## config.mk

```make
export PLATFORM = sky130hd
export DESIGN_NAME = regfile_multiport
export DESIGN_NICKNAME = d
export VERILOG_FILES = /design/src/rtl/regfile_multiport.sv
export SDC_FILE = /design/constraint.sdc
export NUM_CORES = 2
export LEC_CHECK = 0
export CAP_MARGIN = 20
export CORE_MARGIN = 4
export CORE_UTILIZATION = 50
export CTS_BUF_LIST = sky130_fd_sc_hd__clkbuf_4
export DETAILED_ROUTE_END_ITERATION = 12
export PLACE_DENSITY = 0.66
export SLEW_MARGIN = 20
export SYNTH_ARGS = -nofsm -noshare
export SYNTH_HDL_FRONTEND = slang
export SYNTH_SLANG_ARGS = --single-unit
```

## constraint.sdc

```tcl
create_clock -name clk -period 14.5 [get_ports clk]
set_input_delay 2.175 -clock clk [delete_from_list [all_inputs] [get_ports clk]]
set_output_delay 2.175 -clock clk [all_outputs]
set_load 0.02 [all_outputs]
```

## src/rtl/regfile_multiport.sv

```systemverilog
// Multiported register file (2R/1W) with power-up clear sweep and per-register busy scoreboard.
// Define REGFILE_BYPASS_EN to forward same-cycle write data onto matching read ports.
module regfile_multiport #(
    parameter int XLEN = 64,
    parameter int NREG = 32,
    parameter int AW   = 6
) (
    input  logic                   clk,
    input  logic                   rst,
    input  logic [AW-1:0]          rs1,
    input  logic [AW-1:0]          rs2,
    input  logic [AW-1:0]          rd,
    input  logic signed [XLEN-1:0] wrt_data,
    input  logic                   RegWrite,
    input  logic                   busy_set,
    input  logic [AW-1:0]          busy_idx,
    output logic [XLEN-1:0]        read_data_1,
    output logic [XLEN-1:0]        read_data_2,
    output logic                   rs1_busy,
    output logic                   rs2_busy,
    output logic                   ready
);

    localparam int NPORT = 2;
    localparam int IW    = (NREG > 1) ? $clog2(NREG) : 1;

    typedef enum logic {CLEAR, RUN} state_t;

    state_t             state, state_nxt;
    logic [IW-1:0]      cnt, cnt_nxt;
    logic [XLEN-1:0]    regs [NREG];
    logic [NREG-1:0]    busy;

    logic               run;
    logic               wr_ok;
    logic               set_ok;
    logic [IW-1:0]      rd_i;
    logic [IW-1:0]      set_i;

    logic [NPORT-1:0][AW-1:0]   rs;
    logic [NPORT-1:0][XLEN-1:0] rdata;
    logic [NPORT-1:0]           rbusy;

    // Indices are range-checked at full AW width before being narrowed to IW.
    function automatic logic in_range(input logic [AW-1:0] idx);
        return {1'b0, idx} < (AW+1)'(NREG);
    endfunction

    // Everything is gated with rst so outputs are quiet for the whole reset pulse.
    assign run    = (state == RUN) && !rst;
    assign ready  = run;
    assign rd_i   = rd[IW-1:0];
    assign set_i  = busy_idx[IW-1:0];
    assign wr_ok  = run && RegWrite && (rd != '0) && in_range(rd);
    assign set_ok = run && busy_set && (busy_idx != '0) && in_range(busy_idx);

    always_comb begin
        state_nxt = state;
        cnt_nxt   = cnt;
        case (state)
            CLEAR: begin
                if (cnt == IW'(NREG-1)) state_nxt = RUN;
                else                    cnt_nxt   = cnt + 1'b1;
            end
            RUN: begin
                state_nxt = RUN;
            end
            default: begin
                state_nxt = CLEAR;
                cnt_nxt   = '0;
            end
        endcase
    end

    always_ff @(posedge clk) begin
        if (rst) begin
            state <= CLEAR;
            cnt   <= '0;
        end else begin
            state <= state_nxt;
            cnt   <= cnt_nxt;
        end
    end

    // Storage has no reset of its own; the sweep zeroes it one entry per cycle.
    always_ff @(posedge clk) begin
        if (!rst) begin
            if (state == CLEAR)
                regs[cnt] <= '0;
            else if (wr_ok)
                regs[rd_i] <= wrt_data;
        end
    end

    // Set is applied after clear so a same-index collision leaves the bit set.
    always_ff @(posedge clk) begin
        if (rst) begin
            busy <= '0;
        end else begin
            if (wr_ok)  busy[rd_i]  <= 1'b0;
            if (set_ok) busy[set_i] <= 1'b1;
        end
    end

    assign rs = {rs2, rs1};

    for (genvar p = 0; p < NPORT; p++) begin : g_port
        logic          ok;
        logic          fwd;
        logic [IW-1:0] idx;

        assign idx = rs[p][IW-1:0];
        assign ok  = run && (rs[p] != '0) && in_range(rs[p]);
`ifdef REGFILE_BYPASS_EN
        assign fwd = wr_ok && (rs[p] == rd);
`else
        assign fwd = 1'b0;
`endif
        always_comb begin
            rdata[p] = '0;
            if (ok) rdata[p] = fwd ? wrt_data : regs[idx];
        end

        assign rbusy[p] = ok && busy[idx];
    end

    assign read_data_1 = rdata[0];
    assign read_data_2 = rdata[1];
    assign rs1_busy    = rbusy[0];
    assign rs2_busy    = rbusy[1];

endmodule

```

==> summary.md <==
| Metric | Value |
|---|---|
| Total power | about 12 mW |
| CORE AREA | around 0.19 mm^2 |
| RSZ-0062 raised after global routing | no |
| Die area | 0.200 mm^2 |
| Drt drc | 0 |
| Pre-CTS setup slack | 5270 ps |
| Clock Root Buffer | clkbuf_4 |
| Final net count | 5,671 |
| Pin count of the biggest net entering global routing | 115 |
| Antenna viol nets, final | 0 |
| Clk buf depth | 4 |
| Metal-1 WL | approximately 110 mm |
| Die height | around 450 um |
| Crit path DAT | approximately 7000 ps |
| Die X | 447 um |
| Status | completed |
| Worst reg2reg path startpoint | state |
| Critical path endpoint category | primary output |
| Final hold slack | 485 ps |
| WL final | roughly 310 mm |
| Syn avg cell area | between 15 and 20 um^2 |
| Post_cts resized | 0 |
| Synthesized Nets | between 5,000 and 6,000 |
| Predominant post-synthesis flop cell | edfxtp_1 |
| GRT overflow | 0 |
| Hold buffers post-CTS | 0 |
| Clock-pin slew on the worst setup and hold paths | roughly 70 ps |
| Beginning of the critical path | rs2[1] |
| Number of synthesis warnings | 0 |
| Leak | around 31 nW |
| Hold crit path type | flop to flop |
| Drt wl/cell | around 37 um |
| Final Critical Period | about 9300 ps |
| Tcrit/Tclk final | 64.4% |
| Pre-Repair DR Iteration Count | 8 |
| Vias/cell | 7.12 |
| Rel. slew slack | approximately a fifth |
| Most frequent cells in the layout | edfxtp_1, clkbuf_4, mux4_2 |
| Num CTS Buffers | 571 |
| MaxCap Viol Count | 0 |
| Setup TNS | 0 ps |
| Met3 WL | about 36 mm |
| Hold_sp | busy[0] |
| Largest fanout on the critical path | 39 |
| Half-perimeter wire length after placement | 158 mm |
| Startpoint class of the critical path | input pin |
| Post-synth cell types | 57 |
| VDD IR max | between 0.08 and 0.09 mV |
| First-iteration detailed-routing DRC count | 8,082 |
| Mapped Area | between 0.09 and 0.1 mm^2 |
| Most common cell after layout, fill and taps aside | edfxtp_1 |
| Initial Utilization | between 50% and 60% |
| Port Buf Inserts | approximately 220 |
| FP Rows | 160 |
| Sequential share of the synthesized area | 64.7% |
| CTS tree | done |
| Final setup fails | 0 |
| First-pass GRT wire length | 442 mm |
| Clock Skews | between 70 and 80 ps |
| Via Count | 60,400 |
| Vias in the first global route | just over 60,000 |
| Setup bufs post-CTS | 0 |
| PD cells | approximately 120 mW/mm^2 |
| Area growth, synth to finish | 12.1% |
| Synth Instances | between 5,000 and 6,000 |
| Skew-Pair Late Insertion Delay | between 1000 and 1500 ps |
| Clock sink count | between 2,000 and 2,500 |
| Number of synthesized flops with an enable pin | 2,048 |
| Top Layer Used | met5 |
| CP Class | input pin to primary output |
| Share of cells above drive strength 1 | approximately a third |
| Routed length on met2 | 151 mm |
| Slew @ Worst Pin | approximately 1200 ps |
| Io pins | roughly 220 |
| Synth Register Bits | 2,086 |
| Number of antenna violations at the first check in global routing | 5 |
| Async set-reset flop share out of synthesis | 0% |
| Final WS setup | about 5200 ps |
| Fin. Hold Viols | 0 |
| GRT Util Overall | roughly a third |
| H-tree Lvls | 6 |
| Worst path required time | roughly 12,000 ps |
| Fmax | approximately 110 MHz |
| Max-slew violations | 0 |
| GP Congestion | 0.827 |
per-layer routing:
metal / vias to the layer above / track usage (%)
met4: 2 / 15.5
li1: 23600 / -
met5: - / 0
met3: 881 / 7.34
met2: 4357 / 50.3
met1: 31600 / 40.6
registers in the layout, summed over array words and instances, names as in the netlist:
name,count
cnt,5
regs,2048
busy,32
state,1
cell usage after synthesis (46+ instances only):
cell	instances	area, um^2
a2111oi_0	97	850
a211oi_1	122	916
a22o_1	242	2120
and2_1	67	419
buf_2	108	541
buf_4	67	503
clkbuf_1	217	815
edfxtp_1	2048	61500
mux2i_1	526	5270
mux4_2	785	17700
nand2_1	47	176
nor2_1	46	173
nor3_1	137	686
o221ai_1	127	1110
o22ai_1	122	763
cells by family after synthesis:
family                     after synthesis  share of synthesized area [%]
DFF                                   2086                           64.7
muxes                                 1323                           24.0
AOI/OAI and AO/OA                      845                           6.98
buffers and inverters                  446                           2.34
and+or+nand+nor                        363                           1.97
xor gates and xnor gates                 3                         0.0273
adders and majority gates                2                         0.0260
worst paths after layout:
check,to,slack (ps),cells past startpoint
setup / recovery,read_data_2[27],5170,9
hold / removal,busy[0],480,1
setup reg to reg,regs[18][19],9930,8
hold reg to reg,busy[0],480,1
layout make-up:
type	count	area [um^2]
Clock inverter	139	706
Antenna cell	15	37.5
Clock buffer	805	6040
Timing Repair Buffer	374	3570
Multi-Input combinational cell	2536	32100
Fill cell	14600	82900
Tap cell	2511	3140
Sequential cell	2086	62300
Inverter	8	30.0
critical path, stage by stage:
cell and delay, ps:
buf_8 280, buf_4 790, buf_4 820, or3b_4 560, buf_4 670, o22ai_1 190
a2111oi_0 560, nor3_1 310, clkdlybuf4s50_1 650
where the power goes:
group / total, mW / switching, mW / leakage, nW / internal (mW)
combinational: 0.776 / 0.479 / 11.3 / 0.297
clock: 5.10 / 2.45 / 4.08 / 2.65
sequential: 6.59 / 0.0193 / 15.7 / 6.57
total: 12.5 / 2.95 / 31.1 / 9.51
stage by stage:
step | std cells | cell area (um^2) | util (%)
final | 8474 | 108000 | 56.6
after global routing | 8468 | 108000 | 56.5
after CTS | 8456 | 108000 | 56.5
after detailed placement | 7512 | 101000 | 53.0
after global placement | 7512 | 101000 | 53.0
after floorplan | 5068 | 96300 | -
Power figures use the tool's default switching activity.
